[config.mk]
export PLATFORM = sky130hd
export DESIGN_NAME = instr_fetch
export DESIGN_NICKNAME = d
export VERILOG_FILES = /design/src/rtl/fetch_pkg.sv /design/src/rtl/fetch_fifo.sv /design/src/rtl/instr_fetch.sv
export SDC_FILE = /design/constraint.sdc
export NUM_CORES = 1
export LEC_CHECK = 0
export CAP_MARGIN = 10
export CORE_MARGIN = 5
export CORE_UTILIZATION = 25
export DETAILED_ROUTE_END_ITERATION = 10
export HOLD_SLACK_MARGIN = 0.05
export MAX_ROUTING_LAYER = met4
export PLACE_DENSITY = 0.54
export SYNTH_ARGS = -nofsm -noshare
export SYNTH_HDL_FRONTEND = slang
export SYNTH_HIERARCHICAL = 1
export SYNTH_SLANG_ARGS = --single-unit
export TNS_END_PERCENT = 100
[constraint.sdc]
create_clock -name clk -period 2.6 [get_ports clk]
set_clock_uncertainty 0.15 [all_clocks]
set_input_delay 0.52 -clock clk [delete_from_list [all_inputs] [get_ports clk]]
set_output_delay 0.52 -clock clk [all_outputs]
set_load 0.02 [all_outputs]
[src/rtl/fetch_pkg.sv]
// Shared types and defaults for the picoMIPS instruction-fetch stage.
package fetch_pkg;

   localparam int unsigned PSIZE_DEFAULT = 6;
   localparam int unsigned ISIZE_DEFAULT = 24;

   typedef logic [ISIZE_DEFAULT-1:0] instr_t;

   typedef enum logic [1:0] {
      RUN,
      DRAIN,
      DONE
   } fetch_state_t;

endpackage

[src/rtl/fetch_fifo.sv]
// Two-entry in-order instruction buffer. Entry 0 is always the head, so the
// head word stays put until it is popped and, once the buffer empties, the
// last word presented remains on the output.
module fetch_fifo
   import fetch_pkg::*;
#(
   parameter int Isize = ISIZE_DEFAULT
) (
   input  logic             clk,
   input  logic             reset,
   input  logic             push,
   input  logic             pop,
   input  logic             flush,
   input  logic [Isize-1:0] din,
   output logic [Isize-1:0] head,
   output logic [1:0]       count
);

   logic [Isize-1:0] mem0_q, mem0_d;
   logic [Isize-1:0] mem1_q, mem1_d;
   logic [1:0]       count_q, count_d;

   assign head  = mem0_q;
   assign count = count_q;

   // Next entry contents and occupancy; a pop shifts entry 1 into the head.
   always_comb begin
      // NOTE: every signal assigned here gets a default first, so no path can leave it unassigned and infer a latch.
      mem0_d  = mem0_q;
      mem1_d  = mem1_q;
      count_d = count_q;
      if (flush) begin
         count_d = 2'd0;
      end else begin
         case ({push, pop})
            2'b10: begin
               if (count_q == 2'd0) mem0_d = din;
               else                 mem1_d = din;
               count_d = count_q + 2'd1;
            end
            2'b01: begin
               if (count_q == 2'd2) mem0_d = mem1_q;
               count_d = count_q - 2'd1;
            end
            2'b11: begin
               if (count_q == 2'd2) begin
                  mem0_d = mem1_q;
                  mem1_d = din;
               end else begin
                  mem0_d = din;
               end
            end
            default: ;
         endcase
      end
   end

   // Buffer registers with synchronous reset.
   always_ff @(posedge clk) begin
      // NOTE: registers are written with non-blocking assignments so every flop samples pre-edge values regardless of statement order.
      if (reset) begin
         // NOTE: both storage entries are reset, not just the count, because the head word must read as zero out of reset instead of X.
         mem0_q  <= '0;
         mem1_q  <= '0;
         count_q <= 2'd0;
      end else begin
         mem0_q  <= mem0_d;
         mem1_q  <= mem1_d;
         count_q <= count_d;
      end
   end

endmodule

[src/rtl/instr_fetch.sv]
// picoMIPS instruction-fetch stage: issues PCout to a 1-cycle synchronous ROM,
// buffers returned words in fetch_fifo and hands them to decode over a
// valid/ready handshake. An address is issued only when a buffer slot is
// guaranteed for it, so pc advances exactly when there is room.
// Build option FETCH_WRAP_STOP_EN: after issuing the top address the stage
// drains its buffer and parks in DONE with fetch_done high instead of wrapping.
module instr_fetch
   import fetch_pkg::*;
#(
   parameter int Psize = PSIZE_DEFAULT,
   parameter int Isize = ISIZE_DEFAULT,
   parameter int Depth = 2
) (
   input  logic             clk,
   input  logic             reset,
   input  logic [Psize-1:0] PCout,
   output logic             PCincr,
   output logic [Psize-1:0] rom_addr,
   input  logic [Isize-1:0] rom_data,
   input  logic             flush,
   output logic [Isize-1:0] instr,
   output logic             instr_valid,
   input  logic             instr_ready,
   output logic             fetch_done
);

   localparam logic [2:0] DEPTH_L = 3'(Depth);

   fetch_state_t state_q, state_d;
   logic         inflight_q, inflight_d;
   logic [1:0]   fifo_count;
   logic [2:0]   credit_used;
   logic         pop;
   logic         push;
   logic         issue;

   assign rom_addr    = PCout;
   assign instr_valid = (fifo_count != 2'd0);
   assign pop         = instr_valid & instr_ready;
   // The word read last cycle lands now unless a flush is discarding it.
   assign push        = inflight_q & ~flush;

   // Slots that will still be occupied or claimed after this cycle's pop.
   assign credit_used = {1'b0, fifo_count} + {2'b00, inflight_q} - {2'b00, pop};
   assign issue       = (state_q == RUN) & ~flush & ~reset & (credit_used < DEPTH_L);
   assign PCincr      = issue;
   assign inflight_d  = issue;

   fetch_fifo #(
      .Isize (Isize)
   ) u_fifo (
      .clk   (clk),
      .reset (reset),
      .push  (push),
      .pop   (pop),
      .flush (flush),
      .din   (rom_data),
      .head  (instr),
      .count (fifo_count)
   );

   // Fetch state: flush always returns to RUN; the drain/stop path exists only with the option.
   always_comb begin
      state_d = state_q;
      if (flush) begin
         state_d = RUN;
      end
`ifdef FETCH_WRAP_STOP_EN
      else begin
         case (state_q)
            RUN:     if (issue && (PCout == '1)) state_d = DRAIN;
            DRAIN:   if ((fifo_count == 2'd0) && !inflight_q) state_d = DONE;
            default: ;
         endcase
      end
`endif
   end

`ifdef FETCH_WRAP_STOP_EN
   assign fetch_done = (state_q == DONE);
`else
   assign fetch_done = 1'b0;
`endif

   // State and in-flight read tracking; reset drops any outstanding ROM read.
   always_ff @(posedge clk) begin
      if (reset) begin
         state_q    <= RUN;
         inflight_q <= 1'b0;
      end else begin
         state_q    <= state_d;
         inflight_q <= inflight_d;
      end
   end

endmodule
==> impl_metrics.csv, run 1 <==
group,metric,value,unit
worst_hold_path,min_path_type,"reg -> reg",
placement,routabilityCongestion,0.760,
global_routing,grt_pass1_wl,14400,um
worst_setup_path,max_stage_delay,0.35,ns
clock_tree,cts_tree,"yes",
worst_setup_path,crit_chain,"or2_4 > and2_4 > ha_4 > nand2b_4 > fa_2 > xor2_2 > nor4b_4 > buf_4",
sta,final-setup-viol-count,1,
global_routing,antenna_found_initial,0,
pwr,combPwrFrac,18.6,%
finish,layout-drive-gt1-share,20.6,%
logic_synthesis,synth_edf_count,0,
logic_synthesis,synthTopCellsByArea,"dfxtp_1 (36%), a311oi_2 (11%), a211oi_1 (6.7%), o31ai_1 (6.4%), nand4_1 (5.4%)",
sta,worstMarginPinSlew,0.676,ns
route,drc,0,
logic_synthesis,ys_types,36,
worst_setup_path,critical_path_class,"reg -> out",
logic_synthesis,async_reset_ff_share,0,%
clock_tree,cts_made_buffers,5,
worst_setup_path,crit_buf_inv,1,
logic_synthesis,syn_area,2810,um2
pwr,p_clk_share,37.3,%
worst_setup_path,end_kind,"output pin",
floorplanning,num_io_pins,67,
clock_tree,clk_latency,0.28,ns
logic_synthesis,syn_nets,343,
route,postRouteAntennaNets,0,
worst_setup_path,crit_slowest_cell,"fa_2",
worst_hold_path,min_from,"u_fifo/mem1_q[22]",
worst_setup_path,startpoint_type,"flip-flop",
floorplanning,die_w,116,um
worst_setup_path,path_max_fanout,2,
worst_setup_path,reg2reg_depth,8,
finish,fin_nets,386,
worst_setup_path,cp.required,1.93,ns
clock_tree,cts.sinks,51,
pwr,vdd_drop_max,0.249,mV
placement,portBuffers,53,
floorplanning,rows,38,
route,drt-pass1-iter-count,5,
status,violations,"negative setup slack",
worst_hold_path,hold_depth,2,
route,wl_per_cell,18.0,um
worst_hold_path,min_to,"u_fifo/mem1_q[22]",
sta,setup_slack,-0.383,ns
logic_synthesis,yosysWarnings,6,
sta,max_freq,335,MHz
sta,report.final.slew_viol_count,0,
pwr,netSwitchingFraction,26.3,%
logic_synthesis,seq_area_frac_synth,36.4,%
logic_synthesis,synth_area_leader_cell,"dfxtp_1",
worst_setup_path,r2r-end,"inflight_q",
logic_synthesis,ys_ff_latch,51,
route,vias_per_cell,5.51,
finish,area_delta_synth_final,34.7,%
placement,dp_hpwl,5690,um
global_routing,grt_pass1_vias,2724,
worst_setup_path,reg2reg_slack,0.36,ns
sta,fin_hold_ws,0.317,ns
worst_setup_path,crit_family,"simple AND/OR/NAND/NOR gates",
sta,rsz0062_at_grt,"yes",
route,route.vias.total,2673,
logic_synthesis,avgSynthCellArea,9.29,um2
global_routing,grt_max_degree,52,
clock_tree,cts.reportedPaths.clkPinSlew,0.07,ns
clock_tree,cts_buffer_depth,2,
clock_tree,root_buffer,"clkbuf_16",
route,wirelength,8710,um
sta,timing.slew.headroom,54.9,%
finish,antennaDiodeCount,0,
logic_synthesis,synth_top_area_share,36.4,%
logic_synthesis,syn_inst,302,
clock_tree,postCtsHoldBufs,0,
global_routing,grt_use_total,13.6,%
global_routing,overflow,0,
sta,final-hold-violation-count,0,
clock_tree,cts_max_level,2,
run,maxCapViolCount,0,
floorplanning,core_area,10900,um2
floorplanning,die_y,116,um
sta,min_period,2.98,ns
pwr,power_frac_seq,44.0,%
pwr,leakagePower,1.23,nW
sta,period_share,115,%
worst_setup_path,cp.arrival,2.31,ns
worst_setup_path,timing.rr.start,"u_fifo/count[1]",
status,status,"complete, but fails checks",
floorplanning,start_util,25.7,%
floorplanning,dieArea,13400,um2
pwr,power_switching,497,uW
route,drt_iter0_drc,229,
placement,place_ws,-0.999,ns
pwr,power_density,500,nW/um2
logic_synthesis,ys.flop_type,"dfxtp_1",
pwr,internal_power,1.39,mW
## cells in the final DEF, fill, tap and decap left out, types with 5 or more instances in the layout
cell and count:
buf_12 8, ha_1 5, nand3_1 24, buf_4 22, clkbuf_16 6, a311oi_2 20
nand4_1 24, a211oi_1 25, o31ai_1 24, dfxtp_1 50, inv_1 5, clkdlybuf4s50_1 50
o21ai_0 25, a21oi_1 24
## Yosys cell counts, types with 4 or more instances
master	n
clkbuf_1	18
o31ai_1	24
a311oi_1	4
dfxtp_1	51
o21ai_0	25
nand3_1	24
buf_4	11
ha_1	6
a21oi_1	24
a211oi_1	25
buf_2	13
inv_1	5
buf_6	4
a311oi_2	20
nand4_1	24
## logic make-up (layout without fill, tap and decap cells)
| logic type | count (synthesis) | count (layout) | synth area share (%) |
|---|---|---|---|
| AND/OR/NAND/NOR | 63 | 63 | 14.1 |
| XOR/XNOR | 3 | 3 | 0.937 |
| adder cells (fa/ha/maj) | 7 | 7 | 3.39 |
| AO/OA/AOI/OAI | 125 | 125 | 34.7 |
| multiplexers | 1 | 1 | 0.491 |
| buffers and inverters | 51 | 94 | 9.95 |
| other | 1 | 1 | 0.134 |
| flip-flops | 51 | 51 | 36.4 |
## worst min-delay path, delay by kind of cell, from the launching register on
kind            cells  cell delay (ns)
flops               1             0.31
compound gates      2             0.12
## worst max path at each step
stage                     cells past startpoint  endpoint  slack (ns)             from
final                                         8    PCincr       -0.38  u_fifo/count[1]
after global routing                          8    PCincr       -0.46  u_fifo/count[1]
after CTS                                     8    PCincr       -0.40  u_fifo/count[1]
after detailed placement                      8    PCincr        -1.0      instr_ready
after global placement                        8    PCincr       -0.99      instr_ready
after floorplan                               7    PCincr       -0.15  u_fifo/count[1]
## routing by layer
metal  part of all wire, %  vias to the layer above  wire length [um]  track usage, %
met5                     0                        -                 0               -
met3                   6.7                        8               584            2.92
met4                   1.1                        0                95            4.87
met1                    44                     1302              3840            17.7
met2                    48                      106              4190            20.9
li1                      -                     1257                 -               -
## power by group through the flow
stage	combinational [mW]	sequential (mW)	clock, mW
global route	0.376	0.836	0.756
CTS	0.354	0.832	0.721
global placement	0.350	0.849	0
finish	0.352	0.832	0.705
detailed placement	0.353	0.850	0
floorplan	0.173	0.880	0
## cell type report
type / count / area [um2]
tap: 140 / 175
clock inverter: 1 / 7.51
inverter: 5 / 18.8
fill: 1109 / 7160
clock buffer: 6 / 150
sequential: 51 / 1020
timing repair buffer: 82 / 840
multi-input combinational: 200 / 1560
## stage by stage
step / util, % / setup TNS, ns / instance area (um2) / std cells / power, mW
floorplan: - / -0.147 / 2860 / 302 / 1.05
global placement: 33.1 / -2.96 / 3620 / 477 / 1.20
detailed placement: 33.1 / -3.56 / 3620 / 477 / 1.20
CTS: 34.5 / -0.405 / 3780 / 485 / 1.91
global route: 34.5 / -0.462 / 3780 / 485 / 1.97
finish: 34.5 / -0.383 / 3780 / 485 / 1.89
## state kept, by name, indices dropped and copies added (netlist names)
signal         cells
inflight_q         1
u_fifo/count       2
u_fifo/head       24
u_fifo/mem1_q     24
## what timing repair did
action                                  4_1_cts  5_1_grt
pin swaps                                     5        0
gates resized for setup                       6        0
setup buffers                                 1        0
hold endpoints to repair                      0        0
endpoints found under the setup margin        1        1
No activity file was read; power rests on OpenSTA's default activity.
==> run 2: changes to the inputs <==
--- a/config.mk
+++ b/config.mk
@@ -9,9 +9,11 @@
 export CORE_MARGIN = 5
 export CORE_UTILIZATION = 25
 export DETAILED_ROUTE_END_ITERATION = 10
+export GPL_TIMING_DRIVEN = 0
 export HOLD_SLACK_MARGIN = 0.05
 export MAX_ROUTING_LAYER = met4
 export PLACE_DENSITY = 0.54
+export SETUP_SLACK_MARGIN = 0.15
 export SYNTH_ARGS = -nofsm -noshare
 export SYNTH_HDL_FRONTEND = slang
 export SYNTH_HIERARCHICAL = 1
==> run 2 against run 1 <==
The flow still finishes with violations (negative setup slack). Critical path type unchanged. Final area is 2.8% higher. Highest routed layer unchanged. Critical endpoint unchanged. Non-clock buffer count is 30 higher. Core utilization is 0.98 points higher. Count of clock-buffer cells in the layout stayed put. Global-route usage is 0.73 points lower. Fmax is 2.5% higher.
==> impl_metrics.csv, run 2 (same netlist as run 1, synthesis figures left out) <==
group,metric,value,unit
status,status,"complete, but fails checks",
status,violations,"negative setup slack",
worst_setup_path,max_stage_delay,0.35,ns
floorplanning,rows,38,
floorplanning,start_util,25.7,%
floorplanning,num_io_pins,67,
global_routing,overflow,0,
worst_setup_path,end_kind,"output pin",
worst_setup_path,startpoint_type,"flip-flop",
route,vias_per_cell,5.15,
sta,report.final.slew_viol_count,0,
route,wirelength,8520,um
pwr,leakagePower,1.27,nW
finish,regArea,1030,um2
sta,setup_slack,-0.310,ns
pwr,power_density,485,nW/um2
run,maxCapViolCount,0,
finish,fill_cells,1133,
global_routing,antenna_found_initial,0,
finish,antennaDiodeCount,0,
clock_tree,cts_tree,"yes",
floorplanning,core_area,10900,um2
clock_tree,cts_buffer_depth,2,
floorplanning,die_y,116,um
global_routing,grt_pass1_vias,2711,
route,wl_per_cell,16.5,um
clock_tree,cts_max_level,2,
sta,period_share,112,%
clock_tree,cts_made_buffers,5,
sta,worstMarginPinSlew,0.713,ns
worst_setup_path,cp.arrival,2.24,ns
finish,layout_common_cells,"clkdlybuf4s50_1 (56), dfxtp_1 (49), o21ai_0 (25)",
global_routing,grt_use_total,12.9,%
clock_tree,cts.reportedPaths.clkPinSlew,0.07,ns
finish,fin_nets,416,
route,drt_iter0_drc,149,
clock_tree,clk_latency,0.28,ns
global_routing,grt_max_degree,17,
placement,portBuffers,59,
finish,multiInputGateArea,1600,um2
placement,dp_hpwl,6410,um
sta,timing.slew.headroom,52.5,%
route,drc,0,
worst_setup_path,crit_buf_inv,1,
route,drt-pass1-iter-count,4,
placement,routabilityCongestion,0.792,
finish,mostFrequentLayoutCell,"clkdlybuf4s50_1",
clock_tree,root_buffer,"clkbuf_16",
worst_setup_path,crit_slowest_cell,"fa_2",
pwr,power,1.88,mW
sta,rsz0062_at_grt,"yes",
global_routing,grt_pass1_wl,13800,um
sta,min_period,2.91,ns
floorplanning,dieArea,13400,um2
clock_tree,cts.sinks,51,
sta,final-setup-viol-count,1,
worst_setup_path,path_max_fanout,2,
worst_setup_path,crit_family,"simple AND/OR/NAND/NOR gates",
worst_setup_path,critical_path_class,"reg -> out",
pwr,vdd_drop_max,0.274,mV
placement,place_ws,-1.04,ns
route,postRouteAntennaNets,0,
worst_setup_path,crit_chain,"or2_4 > and2_4 > ha_4 > nand2b_4 > fa_2 > xor2_2 > nor4b_4 > buf_4",
finish,area_delta_synth_final,38.5,%
floorplanning,die_w,116,um
worst_setup_path,cp.required,1.93,ns
sta,final-hold-violation-count,0,
finish,layout-drive-gt1-share,23.9,%
sta,max_freq,344,MHz
route,route.vias.total,2657,
worst_hold_path,min_path_type,"reg -> reg",
## run 2: worst reg2reg max path, delay by kind of cell (launching register included)
kind	cells	cell delay (ns)
buf+inv	4	0.57
simple gates	3	0.45
fa+ha+maj	1	0.27
flops	1	0.34
compound gates	2	0.46
## run 2: power by group
| part | switching (mW) | total (mW) | internal (mW) |
|---|---|---|---|
| combinational | 0.189 | 0.371 | 0.181 |
| clock | 0.296 | 0.682 | 0.386 |
| sequential | 0.0195 | 0.831 | 0.812 |
## run 2: area by class of cell
type / instances / area share [%]
buffer: 46 / 6.96
inverter: 5 / 0.483
sequential: 51 / 26.4
timing repair buffer: 66 / 16.4
clock buffer: 6 / 3.57
multi-input combinational: 200 / 41.3
tap: 140 / 4.51
clock inverter: 2 / 0.386
## run 2: layer usage
layer  track usage (%)  vias to the layer above  wire [um]
met1              16.7                     1257       3760
li1                  -                     1322          -
met4              2.94                        0         73
met2              21.3                       72       4320
met5                 -                        -          0
met3              1.88                        6        363
## run 2: worst paths after layout
path / from / to / slack (ns) / depth (start not counted)
worst max register to register: u_fifo/count[1] / u_fifo/head[12] / 0.28 / 10
worst min-delay path: u_fifo/mem1_q[16] / u_fifo/mem1_q[16] / 0.33 / 2
worst min register to register: u_fifo/mem1_q[16] / u_fifo/mem1_q[16] / 0.33 / 2
worst max-delay path: u_fifo/count[1] / PCincr / -0.31 / 8
## run 2: stage by stage
stage / hold WS (ns) / util [%] / cells / setup TNS [ns] / cell area (um2)
after floorplan: 0.295 / - / 302 / -0.147 / 2860
after global placement: 0.304 / 33.1 / 501 / -16.47 / 3620
after detailed placement: 0.309 / 33.1 / 501 / -18.10 / 3620
after CTS: 0.324 / 35.0 / 514 / -0.331 / 3830
after global routing: 0.337 / 35.5 / 516 / -0.385 / 3880
final: 0.325 / 35.5 / 516 / -0.310 / 3880
## run 2: timing repair
item                                    in CTS  in global routing
setup buffers                                5                  2
hold buffers                                 0                  0
resized for setup                           13                 14
pin swaps                                    5                  1
endpoints found under the setup margin      46                 42
